**src/rtl/instr_cache.sv**
```systemverilog
// Dual-port direct-mapped instruction cache: combinational lookup with a single refill FSM.
// Define INSTR_CACHE_STATS_EN to build the hit/miss statistics counters.
module instr_cache #(
    parameter int LINES = 16,
    parameter int WORDS = 4
) (
    input  logic            i_clock,
    input  logic            i_reset,
    input  logic [1:0][31:0] i_cache_address,
    input  logic [1:0]      i_cache_read,
    output logic [1:0][31:0] o_cache_instr,
    output logic [1:0]      o_cache_hit,
    output logic [31:0]     o_mem_address,
    output logic            o_mem_read,
    input  logic [31:0]     i_mem_data,
    input  logic            i_mem_ready,
    input  logic            i_invalidate,
    output logic [31:0]     o_hit_count,
    output logic [31:0]     o_miss_count
);
    localparam int IW = $clog2(LINES);
    localparam int OW = $clog2(WORDS);
    localparam int TW = 32 - 2 - OW - IW;
    localparam logic [31:0] NOP_INSTR = 32'h0000_0013;

    typedef enum logic [1:0] {IDLE, REFILL, DONE} state_t;

    state_t                  state, state_n;
    logic [LINES-1:0]        valid;
    logic [TW-1:0]           tag_mem  [LINES];
    logic [WORDS-1:0][31:0]  data_mem [LINES];
    logic [OW-1:0]           k;
    logic [IW-1:0]           ref_idx;
    logic [TW-1:0]           ref_tag;

    logic [1:0][IW-1:0]      lk_idx;
    logic [1:0][TW-1:0]      lk_tag;
    logic [1:0][OW-1:0]      lk_off;
    logic [1:0]              hit_raw, miss;
    logic                    start;
    logic [IW-1:0]           start_idx;
    logic [TW-1:0]           start_tag;
    logic                    mem_take;

    logic unused_addr_lsbs;
    assign unused_addr_lsbs = ^{i_cache_address[0][1:0], i_cache_address[1][1:0]};

    for (genvar p = 0; p < 2; p++) begin : g_port
        assign lk_off[p]  = i_cache_address[p][2+OW-1:2];
        assign lk_idx[p]  = i_cache_address[p][2+OW+IW-1:2+OW];
        assign lk_tag[p]  = i_cache_address[p][31:2+OW+IW];
        assign hit_raw[p] = i_cache_read[p] & valid[lk_idx[p]] & (tag_mem[lk_idx[p]] == lk_tag[p]);
        assign miss[p]    = i_cache_read[p] & ~hit_raw[p];
        // Reset gates the hit so nothing leaks out while the array is being cleared.
        assign o_cache_hit[p]   = i_reset & hit_raw[p];
        assign o_cache_instr[p] = o_cache_hit[p] ? data_mem[lk_idx[p]][lk_off[p]] : NOP_INSTR;
    end

    assign start_idx = miss[0] ? lk_idx[0] : lk_idx[1];
    assign start_tag = miss[0] ? lk_tag[0] : lk_tag[1];
    assign mem_take  = (state == REFILL) & i_mem_ready & ~i_invalidate;

    always_comb begin
        state_n = state;
        start   = 1'b0;
        case (state)
            IDLE: begin
                if (!i_invalidate && (miss != 2'b00)) begin
                    state_n = REFILL;
                    start   = 1'b1;
                end
            end
            REFILL: begin
                if (i_invalidate)
                    state_n = IDLE;
                else if (i_mem_ready && (k == OW'(WORDS-1)))
                    state_n = DONE;
            end
            DONE:    state_n = IDLE;
            default: state_n = IDLE;
        endcase
    end

    always_ff @(posedge i_clock or negedge i_reset) begin
        if (!i_reset) begin
            state   <= IDLE;
            valid   <= '0;
            k       <= '0;
            ref_idx <= '0;
            ref_tag <= '0;
        end else begin
            state <= state_n;
            if (i_invalidate)
                valid <= '0;
            else if (start)
                valid[start_idx] <= 1'b0;
            else if (state == DONE)
                valid[ref_idx] <= 1'b1;
            if (start) begin
                ref_idx <= start_idx;
                ref_tag <= start_tag;
                k       <= '0;
            end else if (mem_take) begin
                k <= k + 1'b1;
            end
        end
    end

    // Arrays carry no reset; valid bits alone decide whether contents are visible.
    always_ff @(posedge i_clock) begin
        if (mem_take)
            data_mem[ref_idx][k] <= i_mem_data;
        if (state == DONE && !i_invalidate)
            tag_mem[ref_idx] <= ref_tag;
    end

    assign o_mem_read    = (state == REFILL);
    assign o_mem_address = (state == REFILL) ? {ref_tag, ref_idx, k, 2'b00} : 32'h0;

`ifdef INSTR_CACHE_STATS_EN
    logic [31:0] hit_cnt, miss_cnt;

    always_ff @(posedge i_clock or negedge i_reset) begin
        if (!i_reset) begin
            hit_cnt  <= '0;
            miss_cnt <= '0;
        end else begin
            hit_cnt <= hit_cnt + {31'b0, o_cache_hit[0]} + {31'b0, o_cache_hit[1]};
            if (start)
                miss_cnt <= miss_cnt + 32'd1;
        end
    end

    assign o_hit_count  = hit_cnt;
    assign o_miss_count = miss_cnt;
`else
    assign o_hit_count  = 32'h0;
    assign o_miss_count = 32'h0;
`endif

endmodule

```
**config.mk**
```make
export PLATFORM = sky130hd
export DESIGN_NAME = instr_cache
export DESIGN_NICKNAME = d
export VERILOG_FILES = /design/src/rtl/instr_cache.sv
export SDC_FILE = /design/constraint.sdc
export NUM_CORES = 2
export LEC_CHECK = 0
export CELL_PAD_IN_SITES_DETAIL_PLACEMENT = 0
export CELL_PAD_IN_SITES_GLOBAL_PLACEMENT = 1
export CORE_MARGIN = 4
export CORE_UTILIZATION = 45
export DETAILED_ROUTE_END_ITERATION = 10
export PLACE_DENSITY_LB_ADDON = 0.3
export REMOVE_ABC_BUFFERS = 1
export SYNTH_ARGS = -nofsm -noshare
export SYNTH_HDL_FRONTEND = slang
export SYNTH_SLANG_ARGS = --single-unit
```
**constraint.sdc**
```tcl
create_clock -name i_clock -period 4.8 [get_ports i_clock]
set_input_delay 0.72 -clock i_clock [delete_from_list [all_inputs] [get_ports i_clock]]
set_output_delay 0.72 -clock i_clock [all_outputs]
set_load 0.02 [all_outputs]
```
==> impl_metrics.yaml <==
detailed_routing:
  wirelength_mm: 379
  drc: 0
  firstDrtPassIters: 5
  drt_iter0_markers: 8920
  vias: 66196
  postRouteAntennaNets: 0
  drt-wirelength-per-cell_um: 39.3
  viasPerCell: 6.87
clock_network:
  clockBufferDepth: 4
  worstSkewPairLatency_ps: 960
  numCtsBuffers: 290
  htree_levels: 5
  path_clk_slew_ps: 60
  cts_root_buffer: "clkbuf_16"
  clkSinkCount: 2480
  cts_tree: "built"
synthesis:
  yosys.area.top_type: "edfxtp_1"
  muxShareOfSynthArea_pct: 30.5
  synth_area_leaders: "edfxtp_1 (63%), mux4_2 (29%), mux2i_1 (1.6%)"
  yosysSeqAreaShare_pct: 63.7
  async_reset_ff_share_pct: 1.94
  synth_top_family_by_area: "multiplexers"
  yosys.area_share.simple_pct: 2.12
  synth_compound_area_share_pct: 1.29
  ys.warnings.count: 0
  synth_xor_area_share_pct: 0.323
  avgSynthCellArea_um2: 21.5
  synthAdderAreaFrac_pct: 0.0430
  synth.top_cell.area_share_pct: 62.7
  ys_seq_elements: 2480
  synth_edf_count: 2432
  yosysUniqueCellTypes: 73
  syn-instance-count: 5423
  synth_area_um2: 116000
  ys.flop_type: "edfxtp_1"
power:
  switching_share_pct: 22.9
  power.total_mw: 49.9
  power.internal_mw: 38.4
  powerDensity_nw_per_um2: 365
  ir_drop_v: 0.000403
  p_clk_share_pct: 42.1
  leakagePower_nw: 43.6
  power_frac_comb_pct: 8.9
  p_seq_share_pct: 49.0
  p_switching_mw: 11.4
final_layout:
  syn_to_final_growth_pct: 17.3
  instances_no_fill: 9641
  final_util_pct: 53.1
  stdcell_area_um2: 137000
  nets: 6150
  final_common_cell: "edfxtp_1"
  drive_above_1_share_pct: 43.2
  final_cell_mix: "edfxtp_1 (2,432), mux4_2 (1,478), buf_4 (393)"
sta:
  fmax_ghz: 0.201
  relSlewSlack_pct: 27.9
  min_period_ps: 4980
  fin_ws_ps: -178
  finClkSkew_ps: 55.7
  finalCritPeriodShare_pct: 104
  finalMaxSlewViolations: 0
  grt_setup_unrepaired: "yes"
  worst_pin_slew_ps: 1080
  report.final.hold_viol_count: 0
  worst_hold_slack_ps: 333
  setup_violations: 38
  finalSetupTns_ps: -3400
critical_path:
  critPathKind: "in -> out"
  crit_chain: "buf_12, buf_4, and2_1, a22oi_1, nand3_1, nor3b_1, buf_4, o21a_1, nand2_1, or4_4, nor4_4, buf_6, buf_12, buf_12, buf_12, buf_12, and3_4, buf_6"
  crit_path_end_kind: "output pin"
  path_max_fanout: 30
  cp.arrival_ps: 4260
  cp_common_cell: "buf_12"
  required_ps: 4080
  max_stage_delay_ps: 500
  critPathSlowestCell: "or4_4"
  rrSetupSlack_ps: 870
  start_kind: "primary input"
floorplanning:
  die_h_um: 517
  fp.dieW_um: 517
  ios: 265
  core_area_um2: 257000
  start_util_pct: 45.3
  rows: 186
  die-area_um2: 267000
global_route:
  antenna_found_initial: 19
  grt_pass1_vias: 66888
  track_usage_pct: 28.4
  grt_max_degree: 133
  overflow: 0
  grt_first_pass_wirelength_mm: 527
place:
  port_buffers: 194
  placed_cells: 9115
  gp_congestion: 0.871
  place_area_um2: 127000
  dp_hpwl_mm: 218
  pre_cts_slack_ps: -705
min_path:
  holdCritPathClass: "in -> async"
job:
  drv_cap: 0
run_status:
  violations: "negative setup slack"
  status: "finished with violations"
power by group through the flow:
| stage | registers, mW | logic, mW | clock network (mW) |
|---|---|---|---|
| 2_1_floorplan | 24.7 | 2.04 | 0 |
| 3_3_place_gp | 24.9 | 4.35 | 0 |
| 3_5_place_dp | 24.9 | 4.38 | 0 |
| 4_1_cts | 24.4 | 4.43 | 21.2 |
| 5_1_grt | 24.5 | 4.64 | 22.2 |
| 6_report | 24.5 | 4.44 | 21.0 |
path summary, 6_finish.rpt:
kind,start,to,cells after the start
max reg2reg,tag_mem[6][12]$_DFFE_PP_,valid[9]$_DFFE_PN0P_,12
min reg2reg,valid[2]$_DFFE_PN0P_,valid[2]$_DFFE_PN0P_,2
max,i_cache_address[4],o_cache_instr[19],18
max in group asynchronous,i_reset,ref_tag[16]$_DFFE_PN0N_,3
min in group i_clock,i_cache_address[39],ref_idx[3]$_DFFE_PN0N_,4
min,i_reset,ref_tag[7]$_DFFE_PN0N_,2
kinds of logic after synthesis:
kind of cell             after synthesis
adder cells (fa/ha/maj)                4
other                                  1
AND/OR/NAND/NOR                      485
AO/OA/AOI/OAI                        211
multiplexers                        1696
XOR/XNOR                              43
flip-flops                          2480
buffers and inverters                503
Yosys cell counts, types with 7 or more instances:
cell type,n
mux4_2,1478
buf_4,78
nor3_1,31
a21oi_1,53
inv_1,21
xnor2_1,23
o22ai_1,16
mux2_2,36
mux2i_1,181
edfxtp_1,2432
o21ai_0,17
a221oi_1,7
clkbuf_1,228
xor2_1,20
nand2_1,66
nor2_1,160
buf_1,87
nor2b_1,19
a22o_1,18
nand3_1,30
dfrtp_1,48
nor4_1,9
and2_1,33
nand4_1,9
nand2b_1,13
and3_1,64
buf_2,83
a22oi_1,25
or3_1,10
metal layers:
| layer | up-vias | share of wire (%) | GRT usage (%) |
|---|---|---|---|
| met5 | - | 0.011 | 0 |
| met4 | 6 | 4.3 | 10.6 |
| met3 | 825 | 11 | 6.17 |
| met2 | 4314 | 47 | 44.5 |
| met1 | 35967 | 37 | 39.5 |
| li1 | 25084 | - | - |
final cells by class:
class	instances	area, um2
Inverter	22	82.6
Sequential cell	2480	74200
Fill cell	19674	121000
Multi-Input combinational cell	2505	41000
Antenna cell	6	15.0
Clock buffer	350	7630
Timing Repair Buffer	745	8100
Tap cell	3384	4230
Clock inverter	149	1230
worst max-delay path, delay by kind of cell:
kind	cells	cell delay, ps
simple gates	7	1700
buf+inv	9	1400
compound gates	2	300
what timing repair did:
| action | CTS | global route |
|---|---|---|
| buffers inserted | 14 | 13 |
| cloned | 4 | 0 |
| setup endpoints to repair | 66 | 66 |
| hold buffers | 0 | 0 |
| pin swaps | 10 | 12 |
| resized for setup | 291 | 59 |
registers in the layout, indices dropped and copies added (netlist names):
name	flops
ref_idx	4
valid	16
tag_mem	384
k	2
ref_tag	24
state	2
data_mem	2048
No activity file was read; power rests on OpenSTA's default activity.
